==> config.mk <==
export PLATFORM = sky130hd
export DESIGN_NAME = uart_tx_scheduler
export DESIGN_NICKNAME = d
export VERILOG_FILES = /design/src/rtl/uart_pkg.sv /design/src/rtl/uart_bit_timer.sv /design/src/rtl/uart_tx_scheduler.sv
export SDC_FILE = /design/constraint.sdc
export NUM_CORES = 1
export LEC_CHECK = 0
export BUFFER_PORTS_ARGS = -buffer_cell sky130_fd_sc_hd__buf_4
export CORE_AREA = 5 5 70 72
export DETAILED_ROUTE_END_ITERATION = 8
export DIE_AREA = 0 0 75 77
export PLACE_DENSITY = 0.85
export SYNTH_ARGS = -nofsm -noshare
export SYNTH_HDL_FRONTEND = slang
export SYNTH_SLANG_ARGS = --single-unit
==> constraint.sdc <==
create_clock -name clk -period 3.3 [get_ports clk]
set_clock_uncertainty 0.2 [all_clocks]
set_input_delay 0.165 -clock clk [delete_from_list [all_inputs] [get_ports clk]]
set_output_delay 0.165 -clock clk [all_outputs]
set_load 0.05 [all_outputs]
==> src/rtl/uart_pkg.sv <==
// Shared types and constants for the round-robin UART transmit scheduler.
package uart_pkg;

  typedef enum logic [1:0] {
    IDLE  = 2'd0,
    START = 2'd1,
    DATA  = 2'd2,
    STOP  = 2'd3
  } state_t;

  localparam int DEFAULT_BIT_CYCLES = 5208;
  localparam int FRAME_BITS         = 10;

  // Round-robin successor of a requester index.
  function automatic int rr_next(input int idx, input int num_req);
    return (idx + 1) % num_req;
  endfunction

endpackage

==> src/rtl/uart_bit_timer.sv <==
// Serial bit-period timer: counts 0..BIT_CYCLES-1, wrapping, with done high on the last count.
module uart_bit_timer
  import uart_pkg::*;
#(
  parameter int BIT_CYCLES = DEFAULT_BIT_CYCLES
) (
  input  logic clk,
  input  logic clr,
  output logic done
);

  localparam int            CW   = (BIT_CYCLES > 1) ? $clog2(BIT_CYCLES) : 1;
  localparam logic [CW-1:0] LAST = CW'(BIT_CYCLES - 1);

  logic [CW-1:0] count_r;

  // Bit-period counter, held at zero while cleared.
  always_ff @(posedge clk) begin
    if (clr) begin
      count_r <= {CW{1'b0}};
    end else if (count_r == LAST) begin
      count_r <= {CW{1'b0}};
    end else begin
      count_r <= count_r + CW'(1);
    end
  end

  assign done = (count_r == LAST);

endmodule

==> src/rtl/uart_tx_scheduler.sv <==
// Round-robin arbiter feeding a single 8N1 UART transmitter; one byte accepted per IDLE cycle.
module uart_tx_scheduler
  import uart_pkg::*;
#(
  parameter int NUM_REQ    = 4,
  parameter int BIT_CYCLES = DEFAULT_BIT_CYCLES
) (
  input  logic                       clk,
  input  logic                       rst,
  input  logic [NUM_REQ-1:0]         req,
  input  logic [NUM_REQ*8-1:0]       din,
  output logic [NUM_REQ-1:0]         ack,
  output logic                       tx,
  output logic                       busy,
  output logic [$clog2(NUM_REQ)-1:0] grant_id
);

  localparam int                 IDW     = $clog2(NUM_REQ);
  localparam logic [IDW-1:0]     LAST_ID = IDW'(NUM_REQ - 1);
  localparam logic [IDW-1:0]     ID_ZERO = {IDW{1'b0}};
  localparam logic [IDW-1:0]     ID_ONE  = IDW'(1);
  localparam logic [NUM_REQ-1:0] ONE_HOT = NUM_REQ'(1);

  state_t               state_r;
  state_t               state_next_s;
  logic [2:0]           bit_idx_r;
  logic [2:0]           bit_idx_next_s;
  logic [7:0]           byte_r;
  logic [IDW-1:0]       prio_r;
  logic [IDW-1:0]       grant_id_r;
  logic [IDW-1:0]       win_id_s;
  logic                 win_found_s;
  logic                 take_s;
  logic [NUM_REQ-1:0]   ack_r;
  logic [NUM_REQ-1:0]   ack_next_s;
  logic                 tx_r;
  logic                 tx_next_s;
  logic                 busy_r;
  logic                 bit_done_s;
  logic                 timer_clr_s;

  // Timer is held clear in IDLE so START always begins a full bit period.
  assign timer_clr_s = rst || (state_r == IDLE);

  uart_bit_timer #(
    .BIT_CYCLES(BIT_CYCLES)
  ) u_bit_timer (
    .clk (clk),
    .clr (timer_clr_s),
    .done(bit_done_s)
  );

  // Round-robin search beginning at the current priority pointer.
  always_comb begin
    logic [IDW-1:0] cand;
    win_found_s = 1'b0;
    win_id_s    = ID_ZERO;
    cand        = prio_r;
    for (int k = 0; k < NUM_REQ; k++) begin
      if (!win_found_s && req[cand]) begin
        win_found_s = 1'b1;
        win_id_s    = cand;
      end else begin
        win_id_s = win_id_s;
      end
      cand = (cand == LAST_ID) ? ID_ZERO : cand + ID_ONE;
    end
  end

  assign take_s = (state_r == IDLE) && win_found_s;

  // Next-state and bit-index logic.
  always_comb begin
    state_next_s   = state_r;
    bit_idx_next_s = bit_idx_r;
    case (state_r)
      IDLE: begin
        if (take_s) begin
          state_next_s = START;
        end else begin
          state_next_s = IDLE;
        end
      end
      START: begin
        if (bit_done_s) begin
          state_next_s   = DATA;
          bit_idx_next_s = 3'd0;
        end else begin
          state_next_s = START;
        end
      end
      DATA: begin
        if (bit_done_s) begin
          if (bit_idx_r == 3'd7) begin
            state_next_s   = STOP;
            bit_idx_next_s = 3'd0;
          end else begin
            bit_idx_next_s = bit_idx_r + 3'd1;
          end
        end else begin
          state_next_s = DATA;
        end
      end
      STOP: begin
        if (bit_done_s) begin
          state_next_s = IDLE;
        end else begin
          state_next_s = STOP;
        end
      end
      default: begin
        state_next_s   = IDLE;
        bit_idx_next_s = 3'd0;
      end
    endcase
  end

  // Output values for the coming cycle, registered below.
  always_comb begin
    tx_next_s  = 1'b1;
    ack_next_s = {NUM_REQ{1'b0}};
    case (state_next_s)
      START:   tx_next_s = 1'b0;
      DATA:    tx_next_s = byte_r[bit_idx_next_s];
      STOP:    tx_next_s = 1'b1;
      IDLE:    tx_next_s = 1'b1;
      default: tx_next_s = 1'b1;
    endcase
    if (take_s) begin
      ack_next_s = ONE_HOT << win_id_s;
    end else begin
      ack_next_s = {NUM_REQ{1'b0}};
    end
  end

  // State, datapath and registered outputs.
  always_ff @(posedge clk) begin
    if (rst) begin
      state_r    <= IDLE;
      bit_idx_r  <= 3'd0;
      byte_r     <= 8'h00;
      prio_r     <= ID_ZERO;
      grant_id_r <= ID_ZERO;
      ack_r      <= {NUM_REQ{1'b0}};
      tx_r       <= 1'b1;
      busy_r     <= 1'b0;
    end else begin
      state_r   <= state_next_s;
      bit_idx_r <= bit_idx_next_s;
      ack_r     <= ack_next_s;
      tx_r      <= tx_next_s;
      busy_r    <= (state_next_s != IDLE);
      if (take_s) begin
        grant_id_r <= win_id_s;
        prio_r     <= IDW'(rr_next(int'(win_id_s), NUM_REQ));
        byte_r     <= din[{win_id_s, 3'b000} +: 8];
      end else begin
        grant_id_r <= grant_id_r;
        prio_r     <= prio_r;
        byte_r     <= byte_r;
      end
    end
  end

  assign ack      = ack_r;
  assign tx       = tx_r;
  assign busy     = busy_r;
  assign grant_id = grant_id_r;

endmodule

==> out/qor.yml <==
worst_pin_slew_ns: 0.569
grtUsageTotal_pct: 17.9
synth_cell_types: 54
wirelength_um: 4930
postRouteAntennaNets: 0
drc: 0
synth_top_area_share_pct: 33.1
avgSynthCellArea_um2: 9.02
die_y_um: 77
r2r_cells: 8
vias: 1957
slew_headroom_pct: 62.1
via_per_inst: 5.61
register_area_um2: 722
fillerInstances: 327
syn2layout_area_growth_pct: 27.6
netSwitchingFraction_pct: 39.2
path_class: "flop to flop"
final_util_pct: 65.5
antenna_found_initial: 0
combPwrFrac_pct: 48.5
synthTopCellsByArea: "dfxtp_1 (33%), mux2i_1 (10%), ha_1 (6.3%), nor2_1 (6.2%), o221ai_1 (3.2%)"
cp_max_fo: 21
drv_slew: 0
r2r_start: "prio_r[0]"
crit_end: "byte_r[6]"
critPathRequiredTime_ns: 3.25
cp-start-kind: "flop"
ys.flop_type: "dfxtp_1"
finalCriticalPeriod_ns: 3.11
clkPwrFrac_pct: 17.7
p_int_mw: 1.09
h-tree-depth: 2
dp_hpwl_um: 3480
cts_buffers: 5
drive_gt1_share_pct: 23.2
coreArea_um2: 4230
finalWeightedCongestion: 0.834
synth_mux_area_share_pct: 11.2
diodes: 0
die-area_um2: 5780
violations: "negative hold slack"
crit_path_start: "prio_r[0]"
synth_top_family_by_area: "simple AND/OR/NAND/NOR gates"
cap_violations: 0
grt_max_degree: 22
detail_route.wl_per_cell_um: 14.1
r2r_slack_ns: 0.19
endpoint_kind: "flop"
cts_setup_buffers: 0
whs_ns: -0.00541
synth_xor_area_share_pct: 4.83
ys_ff_latch: 36
rsz0062_at_grt: "false"
clk_pin_slew_ns: 0.07
max_clock_freq_mhz: 322
start_util_pct: 51.4
r2r_end: "byte_r[6]"
finalSetupViolCount: 0
clk_latency_ns: 0.28
yosysTopAreaCell: "dfxtp_1"
rows: 24
switchingPower_mw: 0.706
power-per-cell-area_nw_per_um2: 649
first_pass_iters: 4
finalSetupTns_ns: 0
synthArstFlopShare_pct: 0
min_path_type: "input pin to flop"
hold_viol: 1
syn_inst: 241
port_buffers: 45
synth_compound_area_share_pct: 15.8
grt_pass1_wl_um: 8220
die_w_um: 75
syn_area_um2: 2170
cts_max_path_buffers: 2
ios: 46
drt-initial-drc-count: 161
cts_tree: "yes"
synth_simple_gate_area_share_pct: 25.0
syn_nets: 290
grt_pass1_vias: 1894
leakagePower_nw: 1.19
fin_crit_sh_pct: 94.2
cp.arrival_ns: 3.06
cts_root_buf: "clkbuf_8"
ir_worst_vdd_mv: 0.514
yosysSeqAreaShare_pct: 33.1
synthTopCellsByCount: "dfxtp_1 (36), nor2_1 (36), mux2i_1 (22)"
clock-sinks: 36
multi_input_area_um2: 1390
nNetsFinal: 345
status: "finished, violations left"
synthAdderAreaFrac_pct: 6.33
yosysWarnings: 0
grt.overflow.total: 0
synth-edff-count: 0
seqPwrFrac_pct: 33.8
==> worst min-delay path by stage <==
stage                            from                      to  slack (ns)  cells after the start
2_1_floorplan                     rst                      tx        0.16                      2
3_3_place_gp   u_bit_timer.count_r[0]  u_bit_timer.count_r[0]        0.23                      1
3_5_place_dp   u_bit_timer.count_r[0]  u_bit_timer.count_r[0]        0.24                      1
4_1_cts                       din[24]               byte_r[0]      0.0009                      3
5_1_grt                        din[9]               byte_r[1]       0.002                      3
6_report                      din[24]               byte_r[0]      -0.005                      3
==> cell type report <==
| cell class | count | area share (%) |
|---|---|---|
| tap | 52 | 2.35 |
| inverter | 10 | 1.35 |
| multi-input combinational | 185 | 50.2 |
| sequential | 36 | 26.0 |
| clock buffer | 8 | 3.25 |
| timing repair buffer | 58 | 16.8 |
==> kinds of logic (layout without fill, tap and decap cells) <==
family	count (synthesis)	count (layout)
and+or+nand+nor	99	99
muxes	23	23
adders and majority gates	11	11
AOI/OAI and AO/OA	40	40
buffers and inverters	20	76
xor gates and xnor gates	12	12
DFF	36	36
==> flip-flops by register name (all words and copies together), names as in the netlist <==
signal,count
ack,4
state_r,2
busy,1
tx,1
bit_idx_r,3
u_bit_timer.count_r,13
prio_r,2
byte_r,8
grant_id,2
==> placed cells by master (no fill, tap or decap), types with 2 or more instances in the layout <==
cell | Yosys | layout
ha_1 | 11 | 11
nor4b_2 | 2 | 2
nor2b_1 | 4 | 4
nand2_1 | 15 | 15
xor2_1 | 8 | 8
nor4_1 | 2 | 2
dfxtp_1 | 36 | 35
o21bai_1 | 2 | 2
nand3b_1 | 2 | 2
dlygate4sd3_1 | 0 | 11
o21ai_0 | 5 | 5
inv_1 | 10 | 10
o221ai_1 | 8 | 8
xnor2_1 | 4 | 4
mux2i_1 | 22 | 21
clkbuf_1 | 6 | 2
nand3_1 | 13 | 13
nor2_1 | 36 | 36
a21oi_1 | 5 | 5
nor3_1 | 5 | 5
a31oi_1 | 2 | 2
nor3b_1 | 2 | 2
nor4b_1 | 2 | 2
o21a_1 | 3 | 3
buf_4 | 1 | 46
a221oi_4 | 1 | 2
and3_1 | 3 | 3
or3_1 | 2 | 2
clkbuf_8 | 0 | 6
==> what timing repair did <==
action / CTS / global route
gates resized for setup: 0 / 3
hold buffers: 11 / 0
endpoints found under the setup margin: 0 / 4
endpoints found under the hold margin: 13 / 0
==> worst max-delay path, stage by stage (launching register included) <==
cell and delay [ns]:
dfxtp_2 0.47, ha_1 0.35, mux4_2 0.41, nor2_1 0.07, a221oi_4 0.24, buf_6 0.27, mux2i_1 0.23, dlygate4sd3_1 0.59
o221ai_1 0.13
==> layer usage <==
layer | GRT usage (%) | vias up | wire length (µm) | part of all wire [%]
li1 | - | 989 | - | -
met1 | 20.9 | 912 | 2060 | 42
met2 | 30.7 | 46 | 2510 | 51
met3 | 3.79 | 10 | 241 | 4.9
met4 | 7.12 | 0 | 114 | 2.3
met5 | 0 | - | 0 | 0
==> power groups by stage <==
| stage | Clock (mW) | Sequential, mW | Combinational (mW) |
|---|---|---|---|
| 2_1_floorplan | 0 | 0.678 | 0.534 |
| 3_3_place_gp | 0 | 0.612 | 0.793 |
| 3_5_place_dp | 0 | 0.614 | 0.809 |
| 4_1_cts | 0.324 | 0.605 | 0.854 |
| 5_1_grt | 0.347 | 0.618 | 0.944 |
| 6_report | 0.319 | 0.609 | 0.873 |
==> through the flow <==
| step | area [µm²] | setup slack [ns] | power, mW | cells |
|---|---|---|---|---|
| 2_1_floorplan | 2170 | 0.416 | 1.21 | 241 |
| 3_3_place_gp | 2560 | 0.488 | 1.41 | 330 |
| 3_5_place_dp | 2560 | 0.371 | 1.42 | 330 |
| 4_1_cts | 2770 | 0.0536 | 1.78 | 349 |
| 5_1_grt | 2770 | 0.0713 | 1.91 | 349 |
| 6_report | 2770 | 0.191 | 1.80 | 349 |
No activity file was read; power rests on OpenSTA's default activity.
